$ cat config.mk
export PLATFORM = sky130hd
export DESIGN_NAME = fwd_hazard_unit
export DESIGN_NICKNAME = d
export VERILOG_FILES = /design/src/rtl/fwd_hazard_unit.sv
export SDC_FILE = /design/constraint.sdc
export NUM_CORES = 1
export LEC_CHECK = 0
export BUFFER_PORTS_ARGS = -buffer_cell sky130_fd_sc_hd__buf_2
export CORE_MARGIN = 1.5
export CORE_UTILIZATION = 45
export CTS_BUF_LIST = sky130_fd_sc_hd__clkbuf_8
export CTS_CLUSTER_SIZE = 12
export DETAILED_ROUTE_END_ITERATION = 16
export HOLD_SLACK_MARGIN = 0.02
export PLACE_DENSITY = 0.74
export SETUP_SLACK_MARGIN = 0.02
export SKIP_CTS_REPAIR_TIMING = 1
export SYNTH_ARGS = -nofsm -noshare
export SYNTH_HDL_FRONTEND = slang
export SYNTH_SLANG_ARGS = --single-unit
$ cat constraint.sdc
create_clock -name clk -period 4.4 [get_ports clk]
set_input_delay 0.44 -clock clk [delete_from_list [all_inputs] [get_ports clk]]
set_output_delay 0.44 -clock clk [all_outputs]
set_load 0.05 [all_outputs]
$ cat src/rtl/fwd_hazard_unit.sv
// Forwarding and load-use hazard unit: per-operand Execute/Decode forwarding selects,
// a multi-cycle load-use stall, the registered post-stall bubble and a saturating event counter.
module fwd_hazard_unit #(
  parameter int RB       = 5,
  parameter int NSRC     = 2,
  parameter int LOAD_LAT = 1,
  parameter int ZERO_REG = 1
) (
  input  logic                 clk,
  input  logic                 rst,
  input  logic [NSRC-1:0]      ifid_need,
  input  logic [NSRC*RB-1:0]   ifid_rs,
  input  logic [NSRC-1:0]      idex_need,
  input  logic [NSRC*RB-1:0]   idex_rs,
  input  logic                 exmem_we,
  input  logic                 exmem_is_load,
  input  logic [RB-1:0]        exmem_rdst,
  input  logic                 memwb_we,
  input  logic [RB-1:0]        memwb_rdst,
  output logic [NSRC*2-1:0]    op_exs,
  output logic [NSRC-1:0]      op_ids,
  output logic                 stall,
  output logic                 bubble,
  output logic [15:0]          hz_count
);

  typedef enum logic {
    IDLE,
    WAIT
  } state_t;

  localparam logic [3:0] LAT_M1 = 4'(LOAD_LAT - 1);

  state_t          state;
  state_t          state_next;
  logic [3:0]      cnt;
  logic [3:0]      cnt_next;
  logic            bubble_next;
  logic            stall_int;
  logic            count_en;
  logic            hz;
  logic [NSRC-1:0] ld_hit;

  function automatic logic is_zero(input logic [RB-1:0] r);
    return (ZERO_REG != 0) && (r == '0);
  endfunction

  // Per-operand match logic; a hard-wired zero register never matches anything.
  for (genvar i = 0; i < NSRC; i++) begin : g_src
    logic [RB-1:0] ex_rs;
    logic [RB-1:0] id_rs;
    logic          ex_valid;
    logic          id_valid;
    logic          ex_hit;
    logic          wb_hit;

    assign ex_rs    = idex_rs[i*RB +: RB];
    assign id_rs    = ifid_rs[i*RB +: RB];
    assign ex_valid = idex_need[i] && !is_zero(ex_rs);
    assign id_valid = ifid_need[i] && !is_zero(id_rs);

    assign ex_hit    = exmem_we && !exmem_is_load && !bubble && ex_valid && (exmem_rdst == ex_rs);
    assign wb_hit    = memwb_we && ex_valid && (memwb_rdst == ex_rs);
    assign ld_hit[i] = exmem_we && exmem_is_load && !bubble && ex_valid && (exmem_rdst == ex_rs);

    assign op_exs[i*2 +: 2] = !rst   ? 2'b00 :
                              ex_hit ? 2'b10 :
                              wb_hit ? 2'b01 : 2'b00;
    assign op_ids[i] = rst && memwb_we && id_valid && (memwb_rdst == id_rs);
  end

  assign hz = |ld_hit;

  // WAIT ignores EX/MEM entirely; the bubble cycle suppresses detection through ld_hit.
  always_comb begin
    state_next  = state;
    cnt_next    = cnt;
    bubble_next = 1'b0;
    stall_int   = 1'b0;
    count_en    = 1'b0;
    case (state)
      IDLE: begin
        stall_int = hz;
        if (hz) begin
          count_en = 1'b1;
          if (LOAD_LAT > 1) begin
            state_next = WAIT;
            cnt_next   = LAT_M1;
          end else begin
            bubble_next = 1'b1;
          end
        end
      end
      WAIT: begin
        stall_int = 1'b1;
        cnt_next  = cnt - 4'd1;
        if (cnt <= 4'd1) begin
          state_next  = IDLE;
          bubble_next = 1'b1;
        end
      end
      default: begin
        state_next = IDLE;
        cnt_next   = 4'd0;
      end
    endcase
  end

  assign stall = rst && stall_int;

  always_ff @(posedge clk) begin
    if (!rst) begin
      state    <= IDLE;
      cnt      <= 4'd0;
      bubble   <= 1'b0;
      hz_count <= 16'd0;
    end else begin
      state  <= state_next;
      cnt    <= cnt_next;
      bubble <= bubble_next;
      if (count_en && (hz_count != 16'hFFFF)) begin
        hz_count <= hz_count + 16'd1;
      end
    end
  end

endmodule

Word-level counts from Yosys, hierarchy flattened
Cells that the tools add are included.
{ "word_totals": {"input_bits": 39, "register_bits": 22, "elab_cells": 66, "out_inout_bits": 24} }
{ "op_classes": {"addsub": 2, "reduce_logical": 39, "eq_ne": 7, "n_mux": 12, "order_cmp": 1, "n_bitwise": 1} }
{ "op_table": {"columns": ["op", "count"], "rows": [
  ["== test 5 bit", 6],
  ["logical AND 1 bit", 27],
  ["zero test 5 bit", 4],
  ["adder 16 x 1 -> 16 bit, second input constant", 1],
  ["inequality test 16 bit, second input constant", 1],
  ["2-to-1 mux 2 bit", 4],
  ["zero test 1 bit", 6],
  ["2-to-1 mux 1 bit", 6],
  ["<= comparator 4 x 1 -> 1 bit, second input constant", 1],
  ["one-hot mux 1 bit (2 select lines)", 2],
  ["subtractor 4 x 1 -> 4 bit, second input constant", 1],
  ["AND reduction 2 bit", 1],
  ["OR reduction 2 bit", 1],
  ["inverter 1 bit", 1]
]} }

Logic depth before layout (Yosys ltp)
Gate-level depths: netlist (run 1).
{ "depth": {"depth_word": 9, "ltp_mapped": 7, "depth_no_buf": 6} }

Least setup slack after synthesis (run 1)
No wires, ideal clock.
{ "synth_timing": {"path_type": "register to output", "from": "register bubble", "to": "output port op_exs[3]", "t_arrival_ns": 2.552, "path_buffers": 0, "stages_incl_launch_ff": 3, "t_required_ns": 3.960, "setup_slack_ns": 1.408, "path_cell_list": "dfxtp_1 or3b_2 nor4_1"} }
{ "synth_via": {"elab_chain_len": 6} }
{ "synth_lines": {"columns": ["element", "line", "source"], "rows": [
  ["start: declaration", "23", "output logic bubble,"],
  ["start signal: assignment", "120", "bubble <= bubble_next;"],
  ["zero test 1 bit", "62", "assign ex_hit = exmem_we && !exmem_is_load && !bubble && ex_valid && (exmem_rdst == ex_rs);"],
  ["logical AND 1 bit (3 in a row)", "62", null],
  ["2-to-1 mux 2 bit", "67", "ex_hit ? 2'b10 :"],
  ["2-to-1 mux 2 bit", "66", "assign op_exs[i*2 +: 2] = !rst ? 2'b00 :"],
  ["end: declaration", "20", "output logic [NSRC*2-1:0] op_exs,"]
]} }
No other way between the ends.

Final worst setup path (run 1)
{ "layout_timing": {"from": "input port idex_rs[6]", "to": "output port stall"} }
{ "layout_via": {"elab_chain_len": 8, "elab_cells_between_ends": 9, "classes_between": "1 x eq/ne; 1 x mux; 7 x reduce/logical"} }
{ "layout_lines": {"columns": ["element", "line", "source"], "rows": [
  ["start: declaration", "14", "input logic [NSRC*RB-1:0] idex_rs,"],
  ["zero test 5 bit", "45", "return (ZERO_REG != 0) && (r == '0);"],
  ["zero test 1 bit", "59", "assign ex_valid = idex_need[i] && !is_zero(ex_rs);"],
  ["logical AND 1 bit", "59", null],
  ["logical AND 1 bit", "64", "assign ld_hit[i] = exmem_we && exmem_is_load && !bubble && ex_valid && (exmem_rdst == ex_rs);"],
  ["logical AND 1 bit (*)", "64", null],
  ["OR reduction 2 bit (*)", "72", "assign hz = |ld_hit;"],
  ["one-hot mux 1 bit (2 select lines) (*)", "81", "case (state)"],
  ["logical AND 1 bit (*)", "109", "assign stall = rst && stall_int;"],
  ["end: declaration", "22", "output logic stall,"]
]} }
Mark *: on every way between the ends. The rest lies on a longest branch, timed or not.

==> results of run 1 <==
-- cell usage in the layout (no fill, tap or decap), types with 2 or more instances in the layout --
| cell type | n |
|---|---|
| nor3_1 | 13 |
| a21oi_1 | 8 |
| nor2_1 | 10 |
| o21ai_0 | 2 |
| or4_1 | 7 |
| xor2_1 | 11 |
| nand2_1 | 19 |
| buf_4 | 2 |
| dfxtp_1 | 22 |
| nand2b_1 | 6 |
| inv_1 | 4 |
| ha_1 | 3 |
| nor4_1 | 9 |
| o21a_1 | 3 |
| clkbuf_8 | 3 |
| o311a_1 | 2 |
| nor4b_1 | 4 |
| o31ai_1 | 5 |
| mux2i_1 | 8 |
| xnor2_1 | 20 |
| buf_2 | 62 |
| nand4_1 | 7 |
| nand3_1 | 10 |
-- cell usage after synthesis (2+ instances only) --
cell type	n	area share (%)
o31ai_1	5	2.3
inv_1	4	0.92
nand3_1	10	3.1
nor4_1	9	3.4
mux2i_1	8	4.9
o21ai_0	2	0.61
nor2_1	10	2.3
xor2_1	11	5.9
nand4_1	7	2.7
nor4b_1	4	2.1
clkbuf_1	4	0.92
o311a_1	2	1.2
nor3_1	13	4.0
o21a_1	3	1.4
buf_2	2	0.61
or4_1	7	3.2
dfxtp_1	22	27
ha_1	3	2.3
a21oi_1	8	2.4
nand2b_1	6	2.3
xnor2_1	20	11
nand2_1	19	4.4
-- metrics by stage --
| step | cells | hold WS (ns) |
|---|---|---|
| floorplan | 200 | 0.4685 |
| global placement | 301 | 0.4701 |
| detailed placement | 301 | 0.4886 |
| CTS | 305 | 0.5016 |
| global route | 305 | 0.5198 |
| finish | 305 | 0.4960 |
-- cell families (layout without fill, tap and decap cells) --
| logic type | count (synthesis) | after routing | synth area share [%] |
|---|---|---|---|
| adder cells (fa/ha/maj) | 3 | 3 | 2.296 |
| AO/OA/AOI/OAI | 25 | 25 | 10.18 |
| buffers and inverters | 13 | 72 | 3.825 |
| multiplexers | 8 | 8 | 4.897 |
| AND/OR/NAND/NOR | 98 | 98 | 35.27 |
| flip-flops | 22 | 22 | 26.93 |
| XOR/XNOR | 31 | 31 | 16.60 |
-- layer usage --
layer,routed length (um),vias to the layer above,track usage [%]
li1,-,851,-
met1,1709,763,24.42
met2,1875,48,36.04
met3,221,4,4.286
met4,27,0,4.891
met5,0,-,0
-- critical path, cell delays in order --
cell	delay (ns)
buf_2	0.12
or4_1	0.54
o211ai_1	0.23
nor2_1	0.09
nor2_2	0.07
buf_4	0.25
nor4bb_1	0.09
o21a_1	0.17
buf_2	0.20
-- power breakdown --
part | internal [mW] | switching, mW
clock | 0.122 | 0.0667
combinational | 0.0353 | 0.0419
sequential | 0.199 | 0.000230
-- final cells by class --
cell class                 instances  area (um2)
inverter                           4       15.01
timing repair buffer              64       325.3
clock inverter                     1       30.03
tap                               46       57.56
clock buffer                       3       41.29
fill                             354        1374
multi-input combinational        165        1132
sequential                        22       440.4
-- registers in the layout, summed over array words and instances (netlist names) --
signal and flops:
state 1, hz_count 16, cnt 4, bubble 1
-- worst min path at each step --
stage | startpoint | endpoint | slack (ns) | cells past startpoint
after global routing | hz_count[7] | hz_count[7] | 0.52 | 2
after global placement | hz_count[7] | hz_count[7] | 0.47 | 2
after detailed placement | hz_count[11] | hz_count[11] | 0.49 | 2
after CTS | hz_count[11] | hz_count[11] | 0.50 | 2
after floorplan | cnt[1] | cnt[1] | 0.47 | 2
final | hz_count[11] | hz_count[11] | 0.50 | 2
==> metrics, run 1 <==
maximum clock insertion buffer count=2; Final ANT Viol Nets=0; Sum Neg Setup Slack=0 ns; initial drt markers=79; final core utilization=59.78%; CTS tree=yes; WL/cell=12.57 um; CP endpoint kind=output port; diode count=0; Tightest Pin Transition=0.4739 ns; Yosys cell types=43; CP Data Required Time=3.96 ns; Final Max Tran Viols=0; Slew Limit Headroom=68.41%; worst setup path category=input port to output port; asr flop ratio synth=0%; Port-buffer cells=62; fin crit period=2.644 ns; fin worst setup slack=1.756 ns; fmax=378.3 MHz; post-synthesis average cell area=8.177 um2; capture point of the worst path=stall; vias in the first global route=1,541; final wirelength=3.833 mm; clock sink count=22; #FFs+latches synth=22; register clock-pin slew on the reported worst setup and hold paths=0.08 ns; Die Ht=63.29 um; status=completed; reg-to-reg endpoint=hz_count[15]; WP data arrival=2.20 ns; Hold WC Path Type=register to register; layout cell share with drive strength beyond 1=28.57%; Post-synth EDFFs=0; Period Utilization, post-route=60.08%; CTS Root Buffer Type=clkbuf_8; Pre-Repair DR Iteration Count=4; worst-path maximum fanout=25; Worst Setup Slack post-DPL=1.758 ns; sequential share of the synthesized area=26.93%; Syn Std Cell Area=0.001635 mm2; RSZ-0062 raised after global routing=false; Area Growth Syn to Fin=24.87%; count of final setup violators=0; Mapped Cells=200; largest net degree at the start of global routing=28; fin nets=302; core area=0.003416 mm2; fin area=0.002042 mm2; CTS Buf Count=3; skew final=0.007773 ns; Placer Congestion=0.7846; die area=0.004005 mm2; H-tree depth=1; placed cell area=0.001971 mm2; post-detail-place hpwl=3.044 mm; DIE WIDTH=63.29 um; grt ovf=0; launch point of the worst path=idex_rs[6]; final total power=464.6 uW; worst reg2reg setup slack=2.28 ns; PwrDens=227.5 mW/mm2; initial antenna violation count=0; synth warn=0; Max Cap Viol=0; maximum vdd ir drop=109.9 uV; Lkg Pwr=0.7818 nW; FF-to-FF path depth=6; Remaining DRCs=0; total global-route track usage=20.10%; first-pass GRT wire length=6.651 mm; Synth Flop Type=dfxtp_1; Vias per Instance=5.462; crit start category=input port; Hold Fails Final Rpt=0; worst skew pair latency=0.26 ns; worst r2r src=hz_count[4]; Syn Nets=242; IO Count=63; # rows=21; Starting Density=47.88%; via count=1,666
Note: power is estimated with default switching activity, not from simulation.
==> run 2, diff against run 1 <==
PLACE_DENSITY = 0.77   (was 0.74)
clock period = 2.4 ns   (was 4.4 ns; I/O delays follow)
==> metrics, run 2 (same netlist as run 1, synthesis figures left out) <==
footprint of the multi-input gates=0.001139 mm2 (was 0.001132 mm2); Placer Congestion=0.8217 (was 0.7846); WL/cell=12.91 um (was 12.57 um); max reg flops=16 (unchanged); Final Hold Slack=0.3842 ns (was 0.4960 ns); WP data arrival=2.23 ns (was 2.20 ns); # rows=21 (unchanged); vias in the first global route=1,592 (was 1,541); Starting Density=47.88% (unchanged); commonest non-fill, non-tap cell in the layout=buf_2 (unchanged); layout cell share with drive strength beyond 1=29.23% (was 28.57%); largest net degree at the start of global routing=25 (was 28); status=completed (unchanged); H-tree depth=1 (unchanged); Hold WC Path Type=input port to register (was register to register); post-detail-place hpwl=3.073 mm (was 3.044 mm); DIE WIDTH=63.29 um (unchanged); Area Growth Syn to Fin=24.71% (was 24.87%); fin worst setup slack=0.3659 ns (was 1.756 ns); skew final=0.005434 ns (was 0.007773 ns); register clock-pin slew on the reported worst setup and hold paths=0.08 ns (about the same); RSZ-0062 raised after global routing=false (unchanged); Die Ht=63.29 um (unchanged); Hold Fails Final Rpt=0 (unchanged); final core utilization=59.71% (was 59.78%); maximum vdd ir drop=202.4 uV (was 109.9 uV); fin crit period=2.034 ns; most frequent cells in the layout=62 x buf_2, 22 x dfxtp_1, 20 x xnor2_1 (unchanged); slowest cell on the critical path=dfxtp_1 (was or4_1); FILL cells=334 (was 354); crit start category=register (was input port); total global-route track usage=20.12% (was 20.10%); count of final setup violators=0 (unchanged); final wirelength=3.950 mm (was 3.833 mm); initial antenna violation count=0 (unchanged); CTS Buf Count=3 (unchanged); CTS Root Buffer Type=clkbuf_8 (unchanged); Tightest Pin Transition=0.4085 ns (was 0.4739 ns); Port-buffer cells=62 (unchanged); Buf/Inv on CP=0 (was 3); largest stage delay on the critical path=0.44 ns (was 0.54 ns); top flop regs=hz_count: 16 flops, cnt: 4 flops (unchanged); fmax=491.6 MHz; Final Max Tran Viols=0 (unchanged); first-pass GRT wire length=6.637 mm (was 6.651 mm); Lkg Pwr=0.7798 nW (was 0.7818 nW); crit-path cells=nand3_1 -> nor3_1 -> nand2_1 -> or3_4 -> or4_1 -> a21oi_1 (was buf_2 -> or4_1 -> o211ai_1 -> nor2_1 -> nor2_2 -> buf_4 -> nor4bb_1 -> o21a_1 -> buf_2); grt ovf=0 (unchanged); die area=0.004005 mm2 (unchanged); Top Family by Delay on Critical Path=simple AND/OR/NAND/NOR gates (unchanged); initial drt markers=108 (was 79); Final ANT Viol Nets=0 (unchanged); fin nets=303 (was 302); worst skew pair latency=0.27 ns (was 0.26 ns); Remaining DRCs=0 (unchanged); maximum clock insertion buffer count=2 (unchanged); Sum Neg Setup Slack=0 ns (unchanged); Period Utilization, post-route=84.75%; CP endpoint kind=register (was output port); Slew Limit Headroom=72.73% (was 68.41%); CP Data Required Time=2.60 ns (was 3.96 ns); diode count=0 (unchanged); area occupied by registers=440.4 um2 (unchanged); Reg with most FFs=hz_count (unchanged); Layout Cells excl Fill=306 (was 305); Worst Setup Slack post-DPL=0.3723 ns (was 1.758 ns); CTS tree=yes (unchanged); worst-path maximum fanout=6 (was 25); Pre-Repair DR Iteration Count=4 (unchanged); Vias per Instance=5.582 (was 5.462); PwrDens=384.4 mW/mm2 (was 227.5 mW/mm2); worst setup path category=register to register (was input port to output port); IO Count=63 (unchanged); clock sink count=22 (unchanged); core area=0.003416 mm2 (unchanged); Max Cap Viol=0 (unchanged); Placed Cells incl. Taps=302 (was 301); via count=1,708 (was 1,666)
run 2: cell types whose count changed in the layout (fill, tap and decap cells not counted):
cell,change
nor4_1,-1
clkbuf_8,+1
bufinv_16,-1
nor4_2,+1
buf_4,+1
run 2: path summary, 6_finish.rpt:
check | from | slack (ns) | cells after the start | to
worst max-delay path | hz_count[5] | 0.37 | 6 | hz_count[15]
worst min-delay path | rst | 0.38 | 2 | hz_count[12]
worst max register to register | hz_count[5] | 0.37 | 6 | hz_count[15]
worst min register to register | hz_count[11] | 0.49 | 2 | hz_count[11]
run 2: metal layers:
layer	track usage [%]	vias up	wire [um]
met5	0	-	0
li1	-	851	-
met1	22.82	778	1761
met2	37.63	74	1896
met3	2.321	5	230
met4	8.696	0	61
run 2: layout make-up:
type	instances	share of cell area [%]
Timing Repair Buffer	65	16.32
Multi-Input combinational cell	165	55.83
Clock buffer	4	2.699
Inverter	4	0.7362
Tap cell	46	2.822
Sequential cell	22	21.60
run 2: power breakdown:
part / switching, mW / internal (mW) / total [mW]
sequential: 0.000404 / 0.365 / 0.365
clock: 0.130 / 0.147 / 0.276
combinational: 0.0767 / 0.0658 / 0.142
run 2: stage by stage:
step / power (mW) / area (um2)
after detailed placement: 0.5178 / 1984
after CTS: 0.7863 / 2039
after global placement: 0.5149 / 1984
after global routing: 0.8149 / 2039
after floorplan: 0.4537 / 1642
final: 0.7840 / 2039
